File: config.mk
export PLATFORM = sky130hd
export DESIGN_NAME = gerador_apostas
export DESIGN_NICKNAME = d
export VERILOG_FILES = /design/src/rtl/gerador_apostas.sv
export SDC_FILE = /design/constraint.sdc
export NUM_CORES = 1
export LEC_CHECK = 0
export BUFFER_PORTS_ARGS = -buffer_cell sky130_fd_sc_hd__buf_2
export CAP_MARGIN = 20
export CORE_ASPECT_RATIO = 0.75
export CORE_MARGIN = 4
export CORE_UTILIZATION = 45
export CTS_BUF_LIST = sky130_fd_sc_hd__clkbuf_16
export DETAILED_ROUTE_END_ITERATION = 10
export GPL_TIMING_DRIVEN = 1
export SYNTH_ARGS = -nofsm -noshare
export SYNTH_HDL_FRONTEND = slang
export SYNTH_SLANG_ARGS = --single-unit
File: constraint.sdc
create_clock -name clock -period 5.07 [get_ports clock]
set_input_delay 0.2535 -clock clock [delete_from_list [all_inputs] [get_ports clock]]
set_output_delay 0.2535 -clock clock [all_outputs]
set_load 0.02 [all_outputs]
File: src/rtl/gerador_apostas.sv
// gerador_apostas: bet-playback generator.
// Stores decimal digits in groups of five (one bet per group). On start, it
// replays every complete bet to a downstream checker, one digit at a time.
//
// Ports:
//   clock      - single clock, rising edge
//   reset      - asynchronous, active-low
//   carrega    - load strobe, digito_in is written to the buffer
//   digito_in  - decimal digit to load (0..9)
//   iniciar    - start playback of all complete stored bets
//   numero     - digit presented to the checker
//   insere     - one-cycle strobe, numero valid
//   novo_jogo  - one-cycle strobe opening each bet
//   fim_jogo   - one-cycle strobe closing each bet (numero = 5th digit)
//   fim        - one-cycle strobe after the last bet
//   ocupado    - playback in progress
//   cheio      - buffer full
//   n_apostas  - number of complete bets stored
//   erro       - one-cycle strobe on a rejected load or start
module gerador_apostas #(
    parameter int unsigned MAX_APOSTAS = 4,
    parameter int unsigned GAP         = 1
) (
    input  logic       clock,
    input  logic       reset,
    input  logic       carrega,
    input  logic [3:0] digito_in,
    input  logic       iniciar,
    output logic [3:0] numero,
    output logic       insere,
    output logic       novo_jogo,
    output logic       fim_jogo,
    output logic       fim,
    output logic       ocupado,
    output logic       cheio,
    output logic [2:0] n_apostas,
    output logic       erro
);

    localparam int unsigned DEPTH = 5 * MAX_APOSTAS;
    localparam int unsigned AW    = $clog2(DEPTH + 1);

    typedef enum logic [2:0] {
        OCIOSO,
        NOVO,
        ENVIA,
        ESPERA,
        FECHA,
        FIM
    } estado_t;

    estado_t       estado_q, estado_d;
    logic [AW-1:0] wp_q, wp_d;
    logic [AW-1:0] base_q, base_d;     // buffer index of digit 0 of the current bet
    logic [AW-1:0] rd_idx;
    logic [2:0]    k_q, k_d;
    logic [2:0]    aposta_q, aposta_d;
    logic [2:0]    total_q, total_d;
    logic [2:0]    gap_q, gap_d;
    logic [3:0]    numero_q, numero_d;
    logic          erro_q, erro_d;
    logic          we;
    logic          avanca;

    logic [3:0]    mem [DEPTH];

    assign cheio     = (wp_q == AW'(DEPTH));
    assign n_apostas = 3'(wp_q / AW'(5));

    always_comb begin
        estado_d = estado_q;
        wp_d     = wp_q;
        base_d   = base_q;
        k_d      = k_q;
        aposta_d = aposta_q;
        total_d  = total_q;
        gap_d    = gap_q;
        numero_d = numero_q;
        erro_d   = 1'b0;
        we       = 1'b0;
        avanca   = 1'b0;
        rd_idx   = base_q;

        case (estado_q)
            OCIOSO: begin
                // iniciar has priority; a simultaneous carrega is dropped
                if (iniciar) begin
                    if (n_apostas != 3'd0) begin
                        estado_d = NOVO;
                        total_d  = n_apostas;
                        aposta_d = '0;
                        base_d   = '0;
                        k_d      = '0;
                    end else begin
                        erro_d = 1'b1;
                    end
                end else if (carrega && !cheio) begin
                    if (digito_in <= 4'd9) begin
                        we   = 1'b1;
                        wp_d = wp_q + AW'(1);
                    end else begin
                        erro_d = 1'b1;
                    end
                end
            end
            NOVO: begin
                k_d      = '0;
                estado_d = ENVIA;
                rd_idx   = base_q;
                numero_d = mem[rd_idx];
            end
            ENVIA: begin
                if (GAP == 0) begin
                    avanca = 1'b1;
                end else begin
                    estado_d = ESPERA;
                    gap_d    = '0;
                end
            end
            ESPERA: begin
                if (gap_q == 3'(GAP - 1)) begin
                    avanca = 1'b1;
                end else begin
                    gap_d = gap_q + 3'd1;
                end
            end
            FECHA: begin
                if ((aposta_q + 3'd1) == total_q) begin
                    estado_d = FIM;
                end else begin
                    aposta_d = aposta_q + 3'd1;
                    base_d   = base_q + AW'(5);
                    estado_d = NOVO;
                end
            end
            FIM: begin
                wp_d     = '0;
                estado_d = OCIOSO;
            end
            default: estado_d = OCIOSO;
        endcase

        // End of a digit slot, reached from ENVIA (GAP=0) or ESPERA expiry.
        // numero is loaded here so it is already valid in the ENVIA cycle.
        if (avanca) begin
            if (k_q < 3'd4) begin
                k_d      = k_q + 3'd1;
                estado_d = ENVIA;
                rd_idx   = base_q + AW'(k_q) + AW'(1);
                numero_d = mem[rd_idx];
            end else begin
                estado_d = FECHA;
            end
        end
    end

    always_ff @(posedge clock or negedge reset) begin
        if (!reset) begin
            estado_q <= OCIOSO;
            wp_q     <= '0;
            base_q   <= '0;
            k_q      <= '0;
            aposta_q <= '0;
            total_q  <= '0;
            gap_q    <= '0;
            numero_q <= '0;
            erro_q   <= 1'b0;
        end else begin
            estado_q <= estado_d;
            wp_q     <= wp_d;
            base_q   <= base_d;
            k_q      <= k_d;
            aposta_q <= aposta_d;
            total_q  <= total_d;
            gap_q    <= gap_d;
            numero_q <= numero_d;
            erro_q   <= erro_d;
        end
    end

    // Storage is not reset; clearing wp is what empties the buffer.
    always_ff @(posedge clock) begin
        if (we) begin
            mem[wp_q] <= digito_in;
        end
    end

    assign numero    = numero_q;
    assign erro      = erro_q;
    assign novo_jogo = (estado_q == NOVO);
    assign insere    = (estado_q == ENVIA);
    assign fim_jogo  = (estado_q == FECHA);
    assign fim       = (estado_q == FIM);
    assign ocupado   = (estado_q != OCIOSO);

endmodule

==> results.txt <==
DRC Markers -> 0
Power Dens Cells -> 464 nW/µm²
Tightest Hold Check Type -> in2reg
Skew final -> 9.55 ps
Synth Instances -> 409
Starting DRT DRC Count -> 369
Setup-failing EPs final -> 0
Worst EP required -> 5330 ps
CP arrival -> 3340 ps
Routed WL -> 12,800 µm
Io pins -> 22
GPL Wtd Cong -> 0.896
Max-slew violation count -> 0
CTS sink count -> 110
Outcome -> finished clean
Post-DP Area -> 5890 µm²
Final hold vios -> 0
TritonCTS Buffers -> 9
Achievable Freq -> 0.325 GHz
Vias in the first global route -> 3,429
Post-CTS Setup Inserts -> 0
Startpoint types -> flop
Max-cap check violation count -> 0
CORE AREA -> 12,300 µm²
Crit Path Class -> reg2reg
Post-route ant nets -> 0
Most used flip-flop cell after synthesis -> edfxtp_1
Synth top area cells -> edfxtp_1 (42%), mux4_2 (14%), dfrtp_1 (13%)
Clk slew on worst S/H paths -> 80 ps
Die area -> 14,400 µm²
RSZ-0062 raised after global routing -> false
Starting density of the core -> 46.0%
Die height -> 105 µm
Chip width -> 137 µm
Yosys warns -> 0
Ys async rst share -> 27.3%
FF+latch count, synth -> 110
Antenna violations before repair -> 0
Max-slew headroom -> 30.6%
FF-to-FF path depth -> 8
Count leader, synth -> edfxtp_1
Unique masters post-synth -> 53
Top post-synthesis cells by count -> edfxtp_1 (80), mux4_2 (36), nor2_1 (32)
Num rows -> 35
P&R area growth vs syn -> 9.38%
Worst vdd ir -> 0.000200 V
Setup crit end kind -> flop
Layout cells sized above 1 -> 21.2%
Clock Latency Late Sink -> 350 ps
Number of enable flip-flop cells after synthesis -> 80
Max Root-Sink Buffers -> 2
Area leader, netlist -> edfxtp_1
Hpwl dp -> 9190 µm
WHS Path Cells -> 3
CTS root buf -> clkbuf_16
Shortest period the worst path allows -> 3080 ps
Sequential share of the synthesized area -> 55.7%
CTS tree -> built
Design Area, Final -> 6190 µm²
Mapped Area -> 5660 µm²
Tcrit/Tclk final -> 60.7%
Wirelength per Cell -> 21.7 µm
H-Tree Depth -> 3
Syn Nets -> 430
Routed vias/inst -> 5.97
Nets -> 441
Antenna diodes -> 0
Total number of vias -> 3,526
Overall Global Routing Usage -> 18.7%
Pin count of the biggest net entering global routing -> 37
Worst Tran Pin Value -> 1030 ps
Grt ovf -> 0
LEAKAGE -> 2.26 nW
Mean Syn Cell Area -> 13.8 µm²
Setup_tns -> 0 ps
IO buf count -> 21
DR pass1 iterations -> 5
Top cell type's share of synthesized area -> 42.5%
Crit-path max FO -> 26
Global-route wire length before repair -> 20,300 µm
-- layout by cell type (no fill, tap or decap), types with 2 or more instances in the layout --
master	synthesis	routed
mux2i_1	8	8
o21ai_1	2	2
a221oi_1	4	4
and2_1	2	2
dfrtp_1	30	30
or4bb_1	4	4
o21ai_0	19	19
nor2b_1	12	12
mux2_2	8	8
and3_1	4	4
a22o_1	4	4
a31oi_1	5	5
edfxtp_1	80	80
nor2_1	32	32
o2111ai_1	4	4
nand4_1	5	5
mux4_2	36	36
nand2b_1	7	7
or4_1	4	4
clkbuf_16	0	9
inv_6	0	3
nand3_1	5	5
nand2_1	19	19
or3b_2	2	2
ha_1	12	12
a211oi_1	4	4
xor2_1	4	4
inv_1	15	15
or3_1	4	4
o21a_1	5	5
buf_2	6	21
buf_4	1	5
nor3_1	11	11
a21oi_1	6	6
xnor2_1	4	4
a2111oi_0	4	4
-- cells by family after synthesis --
kind of cell | count (synthesis) | share of synthesized area (%)
DFF | 110 | 55.7
AOI/OAI and AO/OA | 64 | 7.61
adders and majority gates | 13 | 3.01
muxes | 52 | 17.3
and+or+nand+nor | 118 | 11.3
xor gates and xnor gates | 10 | 1.92
buffers and inverters | 42 | 3.12
-- sequential cells by signal, indices dropped and copies added (netlist names) --
signal and cells:
k_q 3, wp_q 5, base_q 5, gap_q 3
numero 4, total_q 3, mem 80, estado_q 3
aposta_q 3, erro 1
-- power breakdown --
part	internal, W	switching (W)	leakage [nW]
logic	0.000487	0.000579	1.03
registers	0.00103	0.0000890	1.09
clock network	0.000345	0.000343	0.139
-- critical path, stage by stage, from the launching register on --
cell and delay, ps:
dfrtp_1 330, buf_4 310, inv_1 110, fa_1 1020
buf_4 290, mux4_2 200, mux2i_1 70, or4bb_1 530
o2111ai_1 120
-- through the flow --
step / setup slack [ps] / hold slack [ps] / utilization (%) / cells / total power, W
4_1_cts: 2000 / 218 / 50.3 / 591 / 0.00289
3_3_place_gp: 2110 / 353 / 47.8 / 574 / 0.00218
6_report: 1990 / 225 / 50.3 / 591 / 0.00287
3_5_place_dp: 2020 / 359 / 47.8 / 574 / 0.00220
2_1_floorplan: 1920 / -42.1 / - / 409 / 0.00194
5_1_grt: 1850 / 273 / 50.3 / 591 / 0.00304
-- final timing paths --
check | startpoint | endpoint | slack, ps
max | base_q[1] | numero[3] | 1990
min | iniciar | erro | 220
max reg2reg | base_q[1] | numero[3] | 1990
min reg2reg | aposta_q[1] | aposta_q[1] | 500
max in group asynchronous | reset | total_q[0] | 4090
min in group asynchronous | reset | estado_q[0] | 510
-- metal layers --
metal,global-route usage [%],up-vias,wire length [µm]
li1,-,1613,-
met1,30.2,1783,6470
met2,25.5,118,5570
met3,4.23,12,641
met4,4.34,0,144
met5,0,-,0
-- what timing repair did --
action	CTS	global route
resized for setup	0	0
hold buffers	1	0
endpoints found under the hold margin	30	0
-- cell type report --
class / count / area [µm²]
fillers: 1043 / 6120
flip-flops and latches: 110 / 3150
multi-input cells: 257 / 2330
clock buffers: 9 / 225
well taps: 166 / 208
repair buffers: 27 / 153
clock inverters: 7 / 65.1
inverters: 15 / 56.3
Note: power is estimated with default switching activity, not from simulation.
